<file path="config.mk">
export PLATFORM = sky130hd
export DESIGN_NAME = mvm_stream_driver_flat
export DESIGN_NICKNAME = d
export VERILOG_FILES = /design/src/rtl/mvm_stream_driver_if.sv /design/src/rtl/mvm_stream_driver.sv /design/src/flat_wrapper.sv
export SDC_FILE = /design/constraint.sdc
export NUM_CORES = 1
export LEC_CHECK = 0
export CAP_MARGIN = 15
export CELL_PAD_IN_SITES_DETAIL_PLACEMENT = 1
export CELL_PAD_IN_SITES_GLOBAL_PLACEMENT = 1
export CORE_MARGIN = 5
export CORE_UTILIZATION = 54
export CTS_BUF_LIST = sky130_fd_sc_hd__clkbuf_8
export DETAILED_ROUTE_END_ITERATION = 8
export HOLD_SLACK_MARGIN = 0.05
export PLACE_DENSITY_LB_ADDON = 0.1
export SYNTH_ARGS = -nofsm -noshare
export SYNTH_HDL_FRONTEND = slang
export SYNTH_SLANG_ARGS = --single-unit
</file>
<file path="constraint.sdc">
create_clock -name clk -period 3.51 [get_ports clk]
set_input_delay 0.351 -clock clk [delete_from_list [all_inputs] [get_ports clk]]
set_output_delay 0.351 -clock clk [all_outputs]
set_load 0.005 [all_outputs]
</file>
<file path="src/rtl/mvm_stream_driver_if.sv">
// Bus bundle for mvm_stream_driver: upstream element input, downstream result
// output and the serial link to the MVM engine.
interface mvm_stream_driver_if #(
    parameter int unsigned INPUT_WIDTH  = 8,
    parameter int unsigned OUTPUT_WIDTH = 16
);
    logic                    in_valid;
    logic                    in_ready;
    logic [INPUT_WIDTH-1:0]  in_data;
    logic                    out_valid;
    logic                    out_ready;
    logic [OUTPUT_WIDTH-1:0] out_data;
    logic                    mvm_start;
    logic [INPUT_WIDTH-1:0]  mvm_data_in;
    logic                    mvm_done;
    logic [OUTPUT_WIDTH-1:0] mvm_data_out;

    modport master (
        input  in_valid, in_data, out_ready, mvm_done, mvm_data_out,
        output in_ready, out_valid, out_data, mvm_start, mvm_data_in
    );

    modport slave (
        output in_valid, in_data, out_ready, mvm_done, mvm_data_out,
        input  in_ready, out_valid, out_data, mvm_start, mvm_data_in
    );
endinterface

</file>
<file path="src/rtl/mvm_stream_driver.sv">
// Job initiator for the MVM engine: buffers A and x, streams them gap-free after
// a start pulse, captures the result burst and returns y. Optional MVM_TIMEOUT_EN.
module mvm_stream_driver #(
    parameter int unsigned MAT_SCALE    = 4,
    parameter int unsigned INPUT_WIDTH  = 8,
    parameter int unsigned OUTPUT_WIDTH = 16,
    parameter int unsigned TIMEOUT      = 64
) (
    input  logic                clk,
    input  logic                reset,
    mvm_stream_driver_if.master bus,
    output logic                busy,
    output logic                err
);
    localparam int unsigned N   = MAT_SCALE * MAT_SCALE + MAT_SCALE;
    localparam int unsigned CW  = $clog2(N + 1);
    localparam int unsigned BAW = (N > 1) ? $clog2(N) : 1;
    localparam int unsigned RAW = (MAT_SCALE > 1) ? $clog2(MAT_SCALE) : 1;
`ifdef MVM_TIMEOUT_EN
    localparam int unsigned WCW = $clog2(TIMEOUT + 1);
`endif

    if (MAT_SCALE == 0 || TIMEOUT == 0) begin : g_param_check
        $error("mvm_stream_driver: MAT_SCALE and TIMEOUT must be at least 1");
    end

    typedef enum logic [2:0] {
        LOAD    = 3'd0,
        START   = 3'd1,
        STREAM  = 3'd2,
        WAIT    = 3'd3,
        CAPTURE = 3'd4,
        DRAIN   = 3'd5
    } state_t;

    state_t                  state_q, state_d;
    logic [CW-1:0]           idx_q, idx_d;
    logic [INPUT_WIDTH-1:0]  buf_q [N];
    logic [INPUT_WIDTH-1:0]  buf_d [N];
    logic [OUTPUT_WIDTH-1:0] res_q [MAT_SCALE];
    logic [OUTPUT_WIDTH-1:0] res_d [MAT_SCALE];
    logic                    out_valid_q, out_valid_d;
    logic [OUTPUT_WIDTH-1:0] out_data_q, out_data_d;
    logic                    mvm_start_q, mvm_start_d;
    logic [INPUT_WIDTH-1:0]  mvm_data_in_q, mvm_data_in_d;
    logic                    busy_q, busy_d;
    logic                    err_q, err_d;
    logic                    in_ready_c;
`ifdef MVM_TIMEOUT_EN
    logic [WCW-1:0]          wait_cnt_q, wait_cnt_d;
`endif

    // Held low during reset so nothing is accepted while the block is held off.
    assign in_ready_c       = (state_q == LOAD) && !reset;
    assign bus.in_ready     = in_ready_c;
    assign bus.out_valid    = out_valid_q;
    assign bus.out_data     = out_data_q;
    assign bus.mvm_start    = mvm_start_q;
    assign bus.mvm_data_in  = mvm_data_in_q;
    assign busy             = busy_q;
    assign err              = err_q;

    // Next-state and next-output logic
    always_comb begin
        state_d       = state_q;
        idx_d         = idx_q;
        buf_d         = buf_q;
        res_d         = res_q;
        out_valid_d   = 1'b0;
        out_data_d    = out_data_q;
        mvm_start_d   = 1'b0;
        mvm_data_in_d = '0;
        err_d         = err_q;
`ifdef MVM_TIMEOUT_EN
        wait_cnt_d    = '0;
`endif
        case (state_q)
            LOAD: begin
                if (bus.in_valid && in_ready_c) begin
                    buf_d[BAW'(idx_q)] = bus.in_data;
                    if (idx_q == CW'(N - 1)) begin
                        idx_d       = '0;
                        state_d     = START;
                        mvm_start_d = 1'b1;
                    end else begin
                        idx_d = idx_q + CW'(1);
                    end
                end
            end
            START: begin
                mvm_data_in_d = buf_q[0];
                idx_d         = CW'(1);
                state_d       = STREAM;
            end
            // idx_q leads the element on the wire by one
            STREAM: begin
                if (idx_q == CW'(N)) begin
                    idx_d   = '0;
                    state_d = WAIT;
                end else begin
                    mvm_data_in_d = buf_q[BAW'(idx_q)];
                    idx_d         = idx_q + CW'(1);
                end
            end
            WAIT: begin
                if (bus.mvm_done) begin
                    idx_d   = '0;
                    state_d = CAPTURE;
                end
`ifdef MVM_TIMEOUT_EN
                else if (wait_cnt_q == WCW'(TIMEOUT - 1)) begin
                    err_d   = 1'b1;
                    state_d = LOAD;
                end else begin
                    wait_cnt_d = wait_cnt_q + WCW'(1);
                end
`endif
            end
            CAPTURE: begin
                res_d[RAW'(idx_q)] = bus.mvm_data_out;
                if (idx_q == CW'(MAT_SCALE - 1)) begin
                    idx_d       = '0;
                    state_d     = DRAIN;
                    out_valid_d = 1'b1;
                    out_data_d  = res_d[0];
                end else begin
                    idx_d = idx_q + CW'(1);
                end
            end
            DRAIN: begin
                out_valid_d = 1'b1;
                if (bus.out_ready) begin
                    if (idx_q == CW'(MAT_SCALE - 1)) begin
                        out_valid_d = 1'b0;
                        idx_d       = '0;
                        state_d     = LOAD;
                    end else begin
                        idx_d      = idx_q + CW'(1);
                        out_data_d = res_q[RAW'(idx_q + CW'(1))];
                    end
                end
            end
            default: state_d = LOAD;
        endcase
        busy_d = (state_d != LOAD);
    end

    // Control and output registers
    always_ff @(posedge clk or posedge reset) begin
        if (reset) begin
            state_q       <= LOAD;
            idx_q         <= '0;
            out_valid_q   <= 1'b0;
            out_data_q    <= '0;
            mvm_start_q   <= 1'b0;
            mvm_data_in_q <= '0;
            busy_q        <= 1'b0;
            err_q         <= 1'b0;
        end else begin
            state_q       <= state_d;
            idx_q         <= idx_d;
            out_valid_q   <= out_valid_d;
            out_data_q    <= out_data_d;
            mvm_start_q   <= mvm_start_d;
            mvm_data_in_q <= mvm_data_in_d;
            busy_q        <= busy_d;
            err_q         <= err_d;
        end
    end

`ifdef MVM_TIMEOUT_EN
    always_ff @(posedge clk or posedge reset) begin
        if (reset) begin
            wait_cnt_q <= '0;
        end else begin
            wait_cnt_q <= wait_cnt_d;
        end
    end
`endif

    // Job and result storage keep their contents across reset
    always_ff @(posedge clk) begin
        buf_q <= buf_d;
        res_q <= res_d;
    end
endmodule

</file>
<file path="src/flat_wrapper.sv">
// flat-port wrapper written by rule: the top's interface ports become plain ports
module mvm_stream_driver_flat 
#(
    parameter int unsigned MAT_SCALE    = 4,
    parameter int unsigned INPUT_WIDTH  = 8,
    parameter int unsigned OUTPUT_WIDTH = 16,
    parameter int unsigned TIMEOUT      = 64
)
  (clk, reset, busy, err, bus_in_valid, bus_in_data, bus_out_ready, bus_mvm_done, bus_mvm_data_out, bus_in_ready, bus_out_valid, bus_out_data, bus_mvm_start, bus_mvm_data_in);
  mvm_stream_driver_if #(.INPUT_WIDTH(INPUT_WIDTH), .OUTPUT_WIDTH(OUTPUT_WIDTH)) bus_i ();
  input  logic clk;
  input  logic reset;
  output logic busy;
  output logic err;
  input wire logic [$bits(bus_i.in_valid)-1:0] bus_in_valid;
  input wire logic [$bits(bus_i.in_data)-1:0] bus_in_data;
  input wire logic [$bits(bus_i.out_ready)-1:0] bus_out_ready;
  input wire logic [$bits(bus_i.mvm_done)-1:0] bus_mvm_done;
  input wire logic [$bits(bus_i.mvm_data_out)-1:0] bus_mvm_data_out;
  output wire logic [$bits(bus_i.in_ready)-1:0] bus_in_ready;
  output wire logic [$bits(bus_i.out_valid)-1:0] bus_out_valid;
  output wire logic [$bits(bus_i.out_data)-1:0] bus_out_data;
  output wire logic [$bits(bus_i.mvm_start)-1:0] bus_mvm_start;
  output wire logic [$bits(bus_i.mvm_data_in)-1:0] bus_mvm_data_in;
  assign bus_i.in_valid = bus_in_valid;
  assign bus_i.in_data = bus_in_data;
  assign bus_i.out_ready = bus_out_ready;
  assign bus_i.mvm_done = bus_mvm_done;
  assign bus_i.mvm_data_out = bus_mvm_data_out;
  assign bus_in_ready = bus_i.in_ready;
  assign bus_out_valid = bus_i.out_valid;
  assign bus_out_data = bus_i.out_data;
  assign bus_mvm_start = bus_i.mvm_start;
  assign bus_mvm_data_in = bus_i.mvm_data_in;
  mvm_stream_driver #(.MAT_SCALE(MAT_SCALE), .INPUT_WIDTH(INPUT_WIDTH), .OUTPUT_WIDTH(OUTPUT_WIDTH), .TIMEOUT(TIMEOUT)) u_core (.clk(clk), .reset(reset), .bus(bus_i), .busy(busy), .err(err));
endmodule
</file>
# Word-level counts from Yosys, hierarchy flattened
# Index checks and enable logic that the tools add are counted.
dict set report word_totals {
  register_bits 259
  output_inout_bits 29
  elab_cells 105
}
dict set report op_classes {
  addsub 1
  order_cmp 5
  n_eq_ne 13
  muxes 40
  bitwise 3
  reduce_logical 12
}
# operator n
set ops {}
lappend ops {{bitwise mux 160 bit} 1}
lappend ops {{2-to-1 mux 16 bit} 6}
lappend ops {{bitwise mux 64 bit} 1}
lappend ops {{binary-select mux 8 bit (select 5 bit)} 1}
lappend ops {{demux 8 bit (select 5 bit)} 1}
lappend ops {{binary-select mux 16 bit (select 2 bit)} 1}
lappend ops {{demux 16 bit (select 2 bit)} 1}
lappend ops {{2-to-1 mux 8 bit} 4}
lappend ops {{one-hot mux 16 bit (2 select lines)} 1}
lappend ops {{2-to-1 mux 5 bit} 6}
lappend ops {{one-hot mux 5 bit (6 select lines)} 1}
lappend ops {{2-to-1 mux 3 bit} 7}
lappend ops {{one-hot mux 3 bit (6 select lines)} 1}
lappend ops {{one-hot mux 8 bit (2 select lines)} 1}
lappend ops {{equality test 5 bit, second input constant} 2}
lappend ops {{inequality test 2 bit, second input constant} 4}
lappend ops {{AND reduction 4 bit} 2}
lappend ops {{equality test 3 x 2 -> 1 bit, second input constant} 2}
lappend ops {{equality test 3 bit, second input constant} 2}
lappend ops {{greater-or-equal comparator 3 bit, second input constant} 2}
lappend ops {{greater-or-equal comparator 6 bit, second input constant} 1}
lappend ops {{< comparator 6 x 1 -> 1 bit, second input constant} 1}
lappend ops {{2-to-1 mux 1 bit} 6}
lappend ops {{NOT 2 -> 3 bit} 2}
lappend ops {{14 further kinds} 17}

# Depth between registers and ports, before layout
# Gate-level depths: netlist of run 1.
dict set report logic_depth {
  ltp_word 8
  ltp_mapped 11
}

# Least setup slack after synthesis of run 1
# OpenSTA, ideal clock, no wires.
dict set report synth_timing {
  path_kind {register -> register}
  from {register u_core.idx_q[1]}
  to {register u_core.out_data_q[9] (netlist: u_core.bus.out_data[9])}
  setup_ns 0.125
  t_arrival_ns 2.587
  path_slack_ns 0.798
  path_stages_with_launch 11
  path_buffers 5
  period_less_slack_ns 2.712
  cell_sequence {dfrtp_1 buf_2 buf_2 buf_2 inv_1 ha_1 buf_6 buf_12 mux4_2 mux2_2 mux2_4}
}
dict set report synth_via {
  elab_chain_cells 8
}
# item line
set synth_rtl {}
lappend synth_rtl {{start: declaration} mvm_stream_driver.sv:37} ;# logic [CW-1:0] idx_q, idx_d;
lappend synth_rtl {{start signal: assignment} mvm_stream_driver.sv:161} ;# idx_q <= idx_d;
lappend synth_rtl {{adder 5 x 1 -> 5 bit or NOT 2 -> 3 bit (tied branches)} n/a}
lappend synth_rtl {{NOT 2 -> 3 bit (implied by the code), or another cell as far along} mvm_stream_driver.sv:139} ;# out_data_d = res_q[RAW'(idx_q + CW'(1))];
lappend synth_rtl {{binary-select mux 16 bit (select 2 bit) or logical AND 1 bit (tied branches)} {mvm_stream_driver.sv:139, mvm_stream_driver.sv:120}}
lappend synth_rtl {{2-to-1 mux 16 bit, on equally long branches} {mvm_stream_driver.sv:139, mvm_stream_driver.sv:120}}
lappend synth_rtl {{2-to-1 mux 16 bit (implied by the code) or demux 16 bit (select 2 bit) (tied branches)} {mvm_stream_driver.sv:139, mvm_stream_driver.sv:120}}
lappend synth_rtl {{2-to-1 mux 16 bit or bitwise mux 64 bit (tied branches)} {mvm_stream_driver.sv:133, mvm_stream_driver.sv:120}}
lappend synth_rtl {{2-to-1 mux 16 bit, on equally long branches} {mvm_stream_driver.sv:132, mvm_stream_driver.sv:121}}
lappend synth_rtl {{one-hot mux 16 bit (2 select lines)} mvm_stream_driver.sv:77} ;# case (state_q)
lappend synth_rtl {{end signal: assignment} mvm_stream_driver.sv:163} ;# out_data_q <= out_data_d;
lappend synth_rtl {{end: declaration} mvm_stream_driver.sv:43} ;# logic [OUTPUT_WIDTH-1:0] out_data_q, out_data_d;
# Several ways; a longest one is shown, not always the timed one. The select of a mux whose other input is x is not followed.
# A chain may end at the register's enable or synchronous reset.

# Worst setup path after layout of run 1
dict set report layout_timing {
  from {register u_core.state_q[0]}
  to {register u_core.buf_q[158] in the netlist's numbering, enable pin}
}
dict set report layout_via {
  elab_chain_cells 4
}
# item line
set layout_rtl {}
lappend layout_rtl {{start: declaration} mvm_stream_driver.sv:36} ;# state_t state_q, state_d;
lappend layout_rtl {{start signal: assignment} mvm_stream_driver.sv:160} ;# state_q <= state_d;
lappend layout_rtl {{zero test 3 bit (*)} {mvm_stream_driver.sv:54, mvm_stream_driver.sv:77}}
lappend layout_rtl {{logical AND 1 bit} mvm_stream_driver.sv:54} ;# assign in_ready_c = (state_q == LOAD) && !reset;
lappend layout_rtl {{logical AND 1 bit} mvm_stream_driver.sv:79} ;# if (bus.in_valid && in_ready_c) begin
lappend layout_rtl {{AND reduction 2 bit (no source line) (*)} n/a}
lappend layout_rtl {{end signal: assignment} mvm_stream_driver.sv:183} ;# buf_q <= buf_d;
lappend layout_rtl {{end: declaration} mvm_stream_driver.sv:38} ;# logic [INPUT_WIDTH-1:0] buf_q [N];
# Every way passes the cells marked *; elsewhere a longest branch is shown, timed or not.

==> flow_metrics.py, run 1 <==
metrics = {
    "global_route": {
        "grtUsageTotal_pct": 22.7,
        "overflow": 0,
        "grt_pass1_wl_mm": 37.6,
        "grt_pass1_vias": 6201,
        "grt_max_degree": 44,
        "antenna_found_initial": 0,
    },
    "cells_and_area": {
        "postLayoutCoreUtil_pct": 62.9,
        "drive_above_1_share_pct": 26.8,
        "area_delta_synth_final_pct": 14.9,
        "num-fill-cells": 1707,
        "nets": 666,
        "antenna_cells": 0,
    },
    "timing": {
        "slew_headroom_pct": 30.1,
        "worst_slew_pin_slew_ns": 1.04,
        "finalMaxSlewViolations": 0,
        "rsz0062_at_grt": "no",
        "min_period_ns": 2.97,
        "hold_slack_ns": 0.265,
        "max_freq_mhz": 337,
        "fin_crit_sh_pct": 84.6,
        "finClkSkew_ns": 0.0229,
        "hold_viol_final": 0,
        "setup_viol": 0,
        "tns_ns": 0,
    },
    "worst_setup_path": {
        "endpoint_kind": "register",
        "cp_num_buf_inv": 0,
        "path_delay_family": "simple AND/OR/NAND/NOR gates",
        "slowest_stage": "nor2_1",
        "slowest_delay_ns": 0.72,
        "arrival_ns": 3.15,
        "cp_cell_sequence": "or3_1 -> nor3b_2 -> nand2_1 -> nor2_1",
        "start_kind": "register",
        "worstPathRequired_ns": 3.69,
        "criticalPathCategory": "register to register",
        "path_max_fanout": 17,
    },
    "cts": {
        "path_clk_slew_ns": 0.06,
        "postCtsResizedCells": 0,
        "holdBufCountCts": 0,
        "cts_tree": "yes",
        "htree_levels": 2,
        "cts_max_path_buffers": 3,
        "cts_buffers": 43,
        "cts_setup_buffers": 0,
        "numClockSinks": 259,
        "clock_latency_ns": 0.56,
        "root_buffer": "clkbuf_8",
    },
    "logic_synthesis": {
        "synth-seq-cells": 259,
        "synth_edf_count": 224,
        "synth_cell_types": 48,
        "ys_warn_count": 0,
        "syn_inst": 546,
        "avgSynthCellArea_um2": 19.4,
        "ys_async_sr_fraction_pct": 13.5,
        "yosysSeqAreaShare_pct": 71.7,
        "synthFlopType": "edfxtp_1",
        "syn-cell-area_um2": 10600,
        "syn_nets": 579,
    },
    "pwr": {
        "ir_worst_vdd_uv": 396,
        "power_density_nw_per_um2": 687,
        "total_power_mw": 8.38,
        "leakage_nw": 4.12,
    },
    "placement": {
        "portBuffers": 56,
        "routabilityCongestion": 0.851,
        "dp_hpwl_mm": 15.5,
    },
    "die": {
        "dieArea_um2": 22600,
        "die_x_um": 150,
        "ios": 58,
        "coreArea_um2": 19400,
        "dieHeight_um": 150,
        "rows": 51,
        "start_util_pct": 54.7,
    },
    "hold_path": {
        "min_path_type": "input port to async pin",
    },
    "drt": {
        "first_pass_iters": 5,
        "drt_iter0_markers": 537,
        "antenna_left": 0,
        "wl_per_cell_um": 26.4,
        "drc": 0,
        "viasPerCell": 6.05,
        "vias": 5630,
        "drt-total-wl_mm": 24.6,
    },
    "run": {
        "cap_violations": 0,
    },
    "outcome": {
        "outcome": "completed",
    },
}
[stage by stage]
step                instance area, um^2  setup slack (ns)  std cells
finish                            12200             0.542        930
floorplan                         10600             0.798        546
detailed placement                11400             0.570        853
global route                      12200             0.406        930
global placement                  11400             0.604        852
CTS                               12200             0.536        930
[logic make-up (layout without fill, tap and decap cells)]
logic type / Yosys count / after routing / synth area share (%)
AND/OR/NAND/NOR: 100 / 100 / 5.28
AO/OA/AOI/OAI: 32 / 32 / 2.26
flip-flops: 259 / 259 / 71.7
buffers and inverters: 36 / 155 / 1.99
adder cells (fa/ha/maj): 4 / 4 / 0.472
multiplexers: 114 / 114 / 18.3
other: 1 / 1 / 0.0353
[cells in the final DEF, fill, tap and decap left out, drive strengths merged, types with 2 or more instances in the layout]
cell type,Yosys,final
a2bb2oi,2,2
a31oi,4,4
a32oi,8,8
and2,8,8
buf,23,15
clkbuf,6,46
clkdlybuf4s50,0,56
clkinv,0,10
clkinvlp,0,3
dfrtp,35,35
edfxtp,224,224
ha,4,4
inv,7,25
mux2,56,56
mux2i,2,2
mux4,56,56
nand2,11,11
nand2b,10,10
nand3,19,19
nand3b,2,2
nand4,9,9
nor2,23,23
nor2b,3,3
nor3,2,2
nor3b,3,3
o211ai,3,3
o21ai,4,4
o22ai,3,3
or3,4,4
[synthesized netlist by cell type, types with 4 or more instances]
master    instances  area (um^2)
mux4_1            7          184
and2_1            8         50.1
buf_2            12         60.1
or3_1             4         25.0
buf_4             4         30.0
nand2b_1         10         62.6
clkbuf_1          6         22.5
ha_1              4         50.1
buf_6             4         45.0
edfxtp_1        224         6730
mux2_2           55          619
nand3_1          19         95.1
a31oi_1           4         25.0
o21ai_0           4         20.0
nor2_1           23         86.3
dfrtp_1          35          876
a32oi_1           8         70.1
nand4_1           9         56.3
nand2_1          11         41.3
inv_1             7         26.3
mux4_2           49         1100
[registers in the layout, summed over array words and instances (netlist names)]
| register | count |
|---|---|
| u_core.buf_q | 160 |
| u_core.bus.mvm_data_in | 8 |
| u_core.bus.mvm_start | 1 |
| u_core.bus.out_data | 16 |
| u_core.bus.out_valid | 1 |
| u_core.busy | 1 |
| u_core.idx_q | 5 |
| u_core.res_q | 64 |
| u_core.state_q | 3 |
[path summary, 6_finish.rpt]
kind,cells past startpoint,endpoint,start,slack [ns]
setup reg to reg,4,u_core.buf_q[158]$_DFFE_PP_,u_core.state_q[0]$_DFF_PP0_,0.54
max in group asynchronous,3,u_core.idx_q[1]$_DFFE_PP0P_,reset,2.43
setup / recovery,4,u_core.buf_q[158]$_DFFE_PP_,u_core.state_q[0]$_DFF_PP0_,0.54
min in group clk,1,u_core.res_q[35]$_DFFE_PP_,bus_mvm_data_out[3],0.44
hold / removal,2,u_core.bus.out_data[0]$_DFFE_PP0P_,reset,0.26
hold reg to reg,1,u_core.bus.out_data[0]$_DFFE_PP0P_,u_core.bus.out_data[0]$_DFFE_PP0P_,0.51
[power breakdown]
| group | total [mW] | switching [mW] | internal (mW) | leakage [nW] |
|---|---|---|---|---|
| logic | 2.34 | 1.16 | 1.18 | 1.20 |
| registers | 3.68 | 0.182 | 3.49 | 2.48 |
| clock network | 2.37 | 1.16 | 1.20 | 0.445 |
[layout make-up]
cell class	count	area [um^2]	area share, %
flip-flops and latches	259	7610	62.4
multi-input cells	251	2800	22.9
repair buffers	71	671	5.50
clock buffers	46	633	5.19
well taps	265	332	2.72
clock inverters	31	129	1.06
inverters	7	26.3	0.215
[worst register-to-register path: stages (launching register included)]
cell and delay, ns:
dfrtp_1 0.58, or3_1 0.49, nor3b_2 0.48, nand2_1 0.32
nor2_1 0.72
[layer usage]
| layer | part of all wire, % | vias to the layer above | GRT usage [%] |
|---|---|---|---|
| met5 | 0 | - | 0 |
| met4 | 2.1 | 0 | 7.55 |
| met3 | 5.4 | 41 | 4.09 |
| met2 | 52 | 207 | 38.8 |
| met1 | 40 | 2974 | 29.7 |
| li1 | - | 2408 | - |
Note: power is estimated with default switching activity, not from simulation.
==> inputs of run 2 (changes only) <==
==> constraint.sdc (replaced) <==
create_clock -name clk -period 2.78 [get_ports clk]
set_input_delay 0.278 -clock clk [delete_from_list [all_inputs] [get_ports clk]]
set_output_delay 0.278 -clock clk [all_outputs]
set_load 0.005 [all_outputs]
==> run 2 against run 1 <==
Combinational power up 31%. Largest power group unchanged. Hold slack got worse by 0.15 ns. Highest routed layer unchanged. Clock skew is 0.0030 ns lower. Critical path type is now register to output port.
==> flow_metrics.py, run 2 (same netlist as run 1, synthesis figures left out) <==
metrics = {
    "die": {
        "ios": 58,
        "dieArea_um2": 22600,
        "dieHeight_um": 150,
        "coreArea_um2": 19400,
        "die_x_um": 150,
        "rows": 51,
        "start_util_pct": 54.7,
    },
    "worst_setup_path": {
        "endpoint_kind": "output port",
        "r2r-start": "u_core.state_q[2]$_DFF_PP0_",
        "criticalPathCategory": "register to output port",
        "ff2ff_setup_slack_ns": 0.49,
        "cp-endpoint": "bus_in_ready",
        "critPathLaunch": "u_core.state_q[2]$_DFF_PP0_",
        "arrival_ns": 2.08,
        "worstPathRequired_ns": 2.50,
        "r2r-end": "u_core.buf_q[60]$_DFFE_PP_",
        "reg2regPathDepth": 6,
        "start_kind": "register",
        "path_max_fanout": 13,
    },
    "placement": {
        "routabilityCongestion": 0.782,
        "post_dp_cell_area_um2": 11600,
        "portBuffers": 56,
        "dp_hpwl_mm": 15.6,
        "pre_cts_ws_ns": 0.486,
    },
    "cts": {
        "root_buffer": "clkbuf_8",
        "htree_levels": 2,
        "cts_tree": "yes",
        "cts_setup_buffers": 0,
        "cts_buffers": 41,
        "path_clk_slew_ns": 0.06,
        "numClockSinks": 259,
        "holdBufCountCts": 0,
        "clock_latency_ns": 0.54,
        "cts_max_path_buffers": 3,
        "postCtsResizedCells": 0,
    },
    "drt": {
        "viasPerCell": 5.97,
        "wl_per_cell_um": 25.6,
        "first_pass_iters": 5,
        "drc": 0,
        "vias": 5700,
        "drt-total-wl_mm": 24.4,
        "drt_iter0_markers": 422,
        "antenna_left": 0,
    },
    "timing": {
        "worst_slew_pin_slew_ns": 0.740,
        "finClkSkew_ns": 0.0198,
        "hold_viol_final": 0,
        "tns_ns": 0,
        "setup_viol": 0,
        "min_period_ns": 2.36,
        "rsz0062_at_grt": "no",
        "slew_headroom_pct": 50.5,
        "worst_slack_ns": 0.420,
        "finalMaxSlewViolations": 0,
        "fin_crit_sh_pct": 84.9,
        "max_freq_mhz": 424,
        "hold_slack_ns": 0.113,
    },
    "hold_path": {
        "min_path_type": "input port to async pin",
    },
    "pwr": {
        "ir_worst_vdd_uv": 533,
        "total_power_mw": 11.1,
        "power_density_nw_per_um2": 885,
        "leakage_nw": 4.31,
    },
    "cells_and_area": {
        "largest_reg_flops": 160,
        "design_area_um2": 12500,
        "regMostFlops": "u_core.buf_q",
        "multiInputGateArea_um2": 2800,
        "area_delta_synth_final_pct": 18.1,
        "seqCellArea_um2": 7610,
        "antenna_cells": 0,
        "final_common_cell": "edfxtp_1",
        "num-fill-cells": 1685,
        "drive_above_1_share_pct": 31.3,
        "nets": 690,
        "final_cell_mix": "edfxtp_1 (224), clkdlybuf4s50_1 (56), mux2_2 (55), mux4_2 (49), clkbuf_8 (49)",
    },
    "outcome": {
        "outcome": "completed",
    },
    "global_route": {
        "grtUsageTotal_pct": 22.7,
        "antenna_found_initial": 0,
        "grt_pass1_wl_mm": 37.9,
        "grt_pass1_vias": 6235,
        "grt_max_degree": 43,
        "overflow": 0,
    },
    "run": {
        "cap_violations": 0,
    },
}
## run 2: changes by cell type in the layout (fill, tap and decap cells not counted), moves of 3 or more
cell	before	now
buf_4	14	40
bufinv_16	0	4
clkbuf_8	46	49
clkinv_2	1	8
clkinvlp_4	3	0
inv_1	25	12
## run 2: worst min-delay path by stage
stage                                                  start                             endpoint  slack [ns]  cells after the start
after floorplan                               bus_in_data[0]            u_core.buf_q[0]$_DFFE_PP_        0.38                      0
after global placement    u_core.bus.out_data[1]$_DFFE_PP0P_   u_core.bus.out_data[1]$_DFFE_PP0P_        0.49                      1
after detailed placement  u_core.bus.out_data[8]$_DFFE_PP0P_   u_core.bus.out_data[8]$_DFFE_PP0P_        0.50                      1
after CTS                                              reset  u_core.bus.out_data[14]$_DFFE_PP0P_        0.08                      2
after global routing                                   reset  u_core.bus.out_data[14]$_DFFE_PP0P_        0.11                      2
final                                                  reset  u_core.bus.out_data[14]$_DFFE_PP0P_        0.11                      2
## run 2: worst max-delay path, cell delays in order, from the launching register on
cell,delay [ns]
dfrtp_1,0.53
nor4_1,0.44
clkdlybuf4s50_1,0.58
## run 2: where the power goes
part	internal, mW	switching [mW]
logic	1.57	1.50
clock network	1.98	1.48
registers	4.41	0.153
## run 2: per-layer routing
| layer | vias up | track usage [%] | wire length [um] |
|---|---|---|---|
| li1 | 2452 | - | - |
| met5 | - | 0 | 0 |
| met3 | 45 | 3.85 | 1220 |
| met2 | 177 | 38.3 | 12600 |
| met1 | 3026 | 30.0 | 9900 |
| met4 | 0 | 8.46 | 695 |
## run 2: final cells by class
cell class / instances / area share [%]
flip-flops and latches: 259 / 60.7
clock inverters: 26 / 1.74
well taps: 265 / 2.65
clock buffers: 49 / 5.38
multi-input cells: 251 / 22.3
inverters: 7 / 0.210
repair buffers: 97 / 7.03
## run 2: metrics by stage
step,utilization [%],std cells
after CTS,64.6,954
after detailed placement,60.0,879
final,64.6,954
after global routing,64.6,954
after floorplan,-,546
after global placement,60.0,879
==> inputs of run 3 (changes only) <==
--- a/config.mk
+++ b/config.mk
@@ -9,7 +9,7 @@
 export CELL_PAD_IN_SITES_DETAIL_PLACEMENT = 1
 export CELL_PAD_IN_SITES_GLOBAL_PLACEMENT = 1
 export CORE_MARGIN = 5
-export CORE_UTILIZATION = 54
+export CORE_UTILIZATION = 49
 export CTS_BUF_LIST = sky130_fd_sc_hd__clkbuf_8
 export DETAILED_ROUTE_END_ITERATION = 8
 export HOLD_SLACK_MARGIN = 0.05
==> constraint.sdc (replaced) <==
create_clock -name clk -period 1.93 [get_ports clk]
set_input_delay 0.193 -clock clk [delete_from_list [all_inputs] [get_ports clk]]
set_output_delay 0.193 -clock clk [all_outputs]
set_load 0.005 [all_outputs]
==> run 3 against run 2 <==
The run now ends with negative setup slack left. Die area increased by 9.5%. Sequential power increased by 43%. Hold slack improved by 0.17 ns. Largest power group unchanged. First-iteration DRC count decreased by 17%. Clock skew increased by 0.0049 ns. Critical endpoint is now u_core.bus.out_data[1]$_DFFE_PP0P_. Critical path type is now register to register. Clock power increased by 32%. Sequential cell count unchanged. Setup slack got worse by 0.64 ns. Combinational power increased by 100%. Clock-buffer cell count unchanged.
==> flow_metrics.py, run 3 (same netlist as run 1, synthesis figures left out) <==
metrics = {
    "pwr": {
        "combPwrFrac_pct": 36.0,
        "p_sw_share_pct": 29.7,
        "power_density_nw_per_um2": 1260,
        "power.switching_mw": 5.14,
        "internal-power_mw": 12.2,
        "total_power_mw": 17.3,
        "leakage_nw": 4.79,
        "ir_worst_vdd_uv": 678,
        "sequentialPowerShare_pct": 37.7,
        "p_clk_share_pct": 26.3,
    },
    "timing": {
        "min_period_ns": 2.15,
        "worst_slew_pin_slew_ns": 0.707,
        "setup_viol": 49,
        "rsz0062_at_grt": "yes",
        "finClkSkew_ns": 0.0248,
        "finalMaxSlewViolations": 0,
        "slew_headroom_pct": 52.6,
        "worst_slack_ns": -0.217,
        "hold_viol_final": 0,
        "max_freq_mhz": 466,
        "fin_crit_sh_pct": 111,
    },
    "cells_and_area": {
        "design_area_um2": 13700,
        "drive_above_1_share_pct": 41.9,
        "num-fill-cells": 1783,
        "regMostFlops": "u_core.buf_q",
        "final_common_cell": "edfxtp_1",
        "seqCellArea_um2": 7610,
        "nets": 746,
        "final_cell_mix": "edfxtp_1 (224), mux4_2 (56), clkdlybuf4s50_1 (55), buf_4 (53)",
        "multiInputGateArea_um2": 3110,
        "largest_reg_flops": 160,
        "area_delta_synth_final_pct": 29.3,
        "antenna_cells": 0,
    },
    "global_route": {
        "grtUsageTotal_pct": 21.4,
        "grt_pass1_vias": 6542,
        "grt_pass1_wl_mm": 39.4,
        "antenna_found_initial": 0,
        "grt_max_degree": 30,
        "overflow": 0,
    },
    "cts": {
        "htree_levels": 2,
        "root_buffer": "clkbuf_8",
        "cts_tree": "yes",
        "cts_max_path_buffers": 3,
        "clock_latency_ns": 0.56,
        "path_clk_slew_ns": 0.06,
        "cts_buffers": 44,
        "numClockSinks": 259,
    },
    "worst_setup_path": {
        "worstPathRequired_ns": 2.37,
        "path_max_fanout": 7,
        "endpoint_kind": "register",
        "arrival_ns": 2.58,
        "criticalPathCategory": "register to register",
        "start_kind": "register",
    },
    "outcome": {
        "violations": "negative setup slack",
        "outcome": "finished, violations left",
    },
    "die": {
        "die_x_um": 157,
        "rows": 53,
        "dieHeight_um": 157,
        "dieArea_um2": 24700,
        "start_util_pct": 50.2,
        "coreArea_um2": 21200,
        "ios": 58,
    },
    "drt": {
        "vias": 5872,
        "antenna_left": 0,
        "drt_iter0_markers": 349,
        "first_pass_iters": 4,
        "wl_per_cell_um": 25.2,
        "viasPerCell": 5.73,
        "drc": 0,
        "drt-total-wl_mm": 25.8,
    },
    "run": {
        "cap_violations": 0,
    },
    "placement": {
        "dp_hpwl_mm": 15.9,
        "routabilityCongestion": 0.788,
        "portBuffers": 56,
        "post_dp_cell_area_um2": 12300,
    },
    "hold_path": {
        "min_path_type": "input port to register",
    },
}
[run 3: changes by cell type in the layout (fill, tap and decap cells not counted), moves of 5 or more]
cell,delta
buf_4,+13
mux2_2,-6
nand2_1,-5
inv_1,+14
nor2_4,+18
buf_12,+29
mux2_4,+6
mux4_1,-7
mux4_2,+7
nor2_1,-19
[run 3: final timing paths]
path                                                       to  cells past startpoint                          startpoint  slack [ns]
min in group asynchronous      u_core.bus.mvm_start$_DFF_PP0_                      4                               reset        0.63
hold reg to reg            u_core.bus.out_data[2]$_DFFE_PP0P_                      1  u_core.bus.out_data[2]$_DFFE_PP0P_        0.50
setup reg to reg           u_core.bus.out_data[1]$_DFFE_PP0P_                      6         u_core.idx_q[0]$_DFFE_PP0P_       -0.22
hold / removal                     u_core.res_q[12]$_DFFE_PP_                      1                bus_mvm_data_out[12]        0.29
max in group asynchronous         u_core.idx_q[0]$_DFFE_PP0P_                      5                               reset        0.81
setup / recovery           u_core.bus.out_data[1]$_DFFE_PP0P_                      6         u_core.idx_q[0]$_DFFE_PP0P_       -0.22
[run 3: power groups by stage]
stage,combinational (mW),sequential [mW],clock (mW)
3_3_place_gp,5.16,6.62,0
2_1_floorplan,3.58,6.57,0
5_1_grt,6.65,6.55,4.99
6_report,6.25,6.53,4.56
4_1_cts,6.16,6.52,4.65
3_5_place_dp,5.26,6.62,0
[run 3: per-stage QoR]
step / hold WS [ns] / cells / utilization [%] / worst slack, ns / TNS (ns)
after floorplan: 0.292 / 546 / - / -0.501 / -18.75
after global placement: 0.488 / 918 / 58.3 / -0.138 / -2.48
after detailed placement: 0.499 / 918 / 58.3 / -0.201 / -4.94
after CTS: 0.253 / 1017 / 64.0 / -0.194 / -3.34
after global routing: 0.267 / 1024 / 64.8 / -0.249 / -7.88
final: 0.286 / 1024 / 64.8 / -0.217 / -4.34
[run 3: layout make-up]
| type | count | area share [%] |
|---|---|---|
| well taps | 275 | 2.51 |
| inverters | 7 | 0.228 |
| repair buffers | 150 | 13.1 |
| clock buffers | 49 | 4.92 |
| clock inverters | 33 | 1.06 |
| multi-input cells | 251 | 22.7 |
| flip-flops and latches | 259 | 55.5 |
[run 3: timing repair]
item / CTS / global route
endpoints found under the setup margin: 79 / 148
hold buffers: 1 / 0
gates cloned: 5 / 1
buffers inserted: 11 / 6
resized for setup: 34 / 22
endpoints found under the hold margin: 1 / 0
pin swaps: 16 / 20
[run 3: metal layers]
layer / vias to the layer above / wire length [um] / GRT usage (%)
met2: 157 / 13600 / 36.7
met3: 57 / 1270 / 4.04
li1: 2567 / - / -
met1: 3091 / 10300 / 27.6
met5: - / 0 / 0
met4: 0 / 735 / 7.37
[run 3: critical path, stage by stage, from the launching register on]
cell,delay [ns]
dfrtp_4,0.43
inv_4,0.04
ha_4,0.33
buf_12,0.15
mux4_2,0.52
mux2_4,0.29
mux2_4,0.27
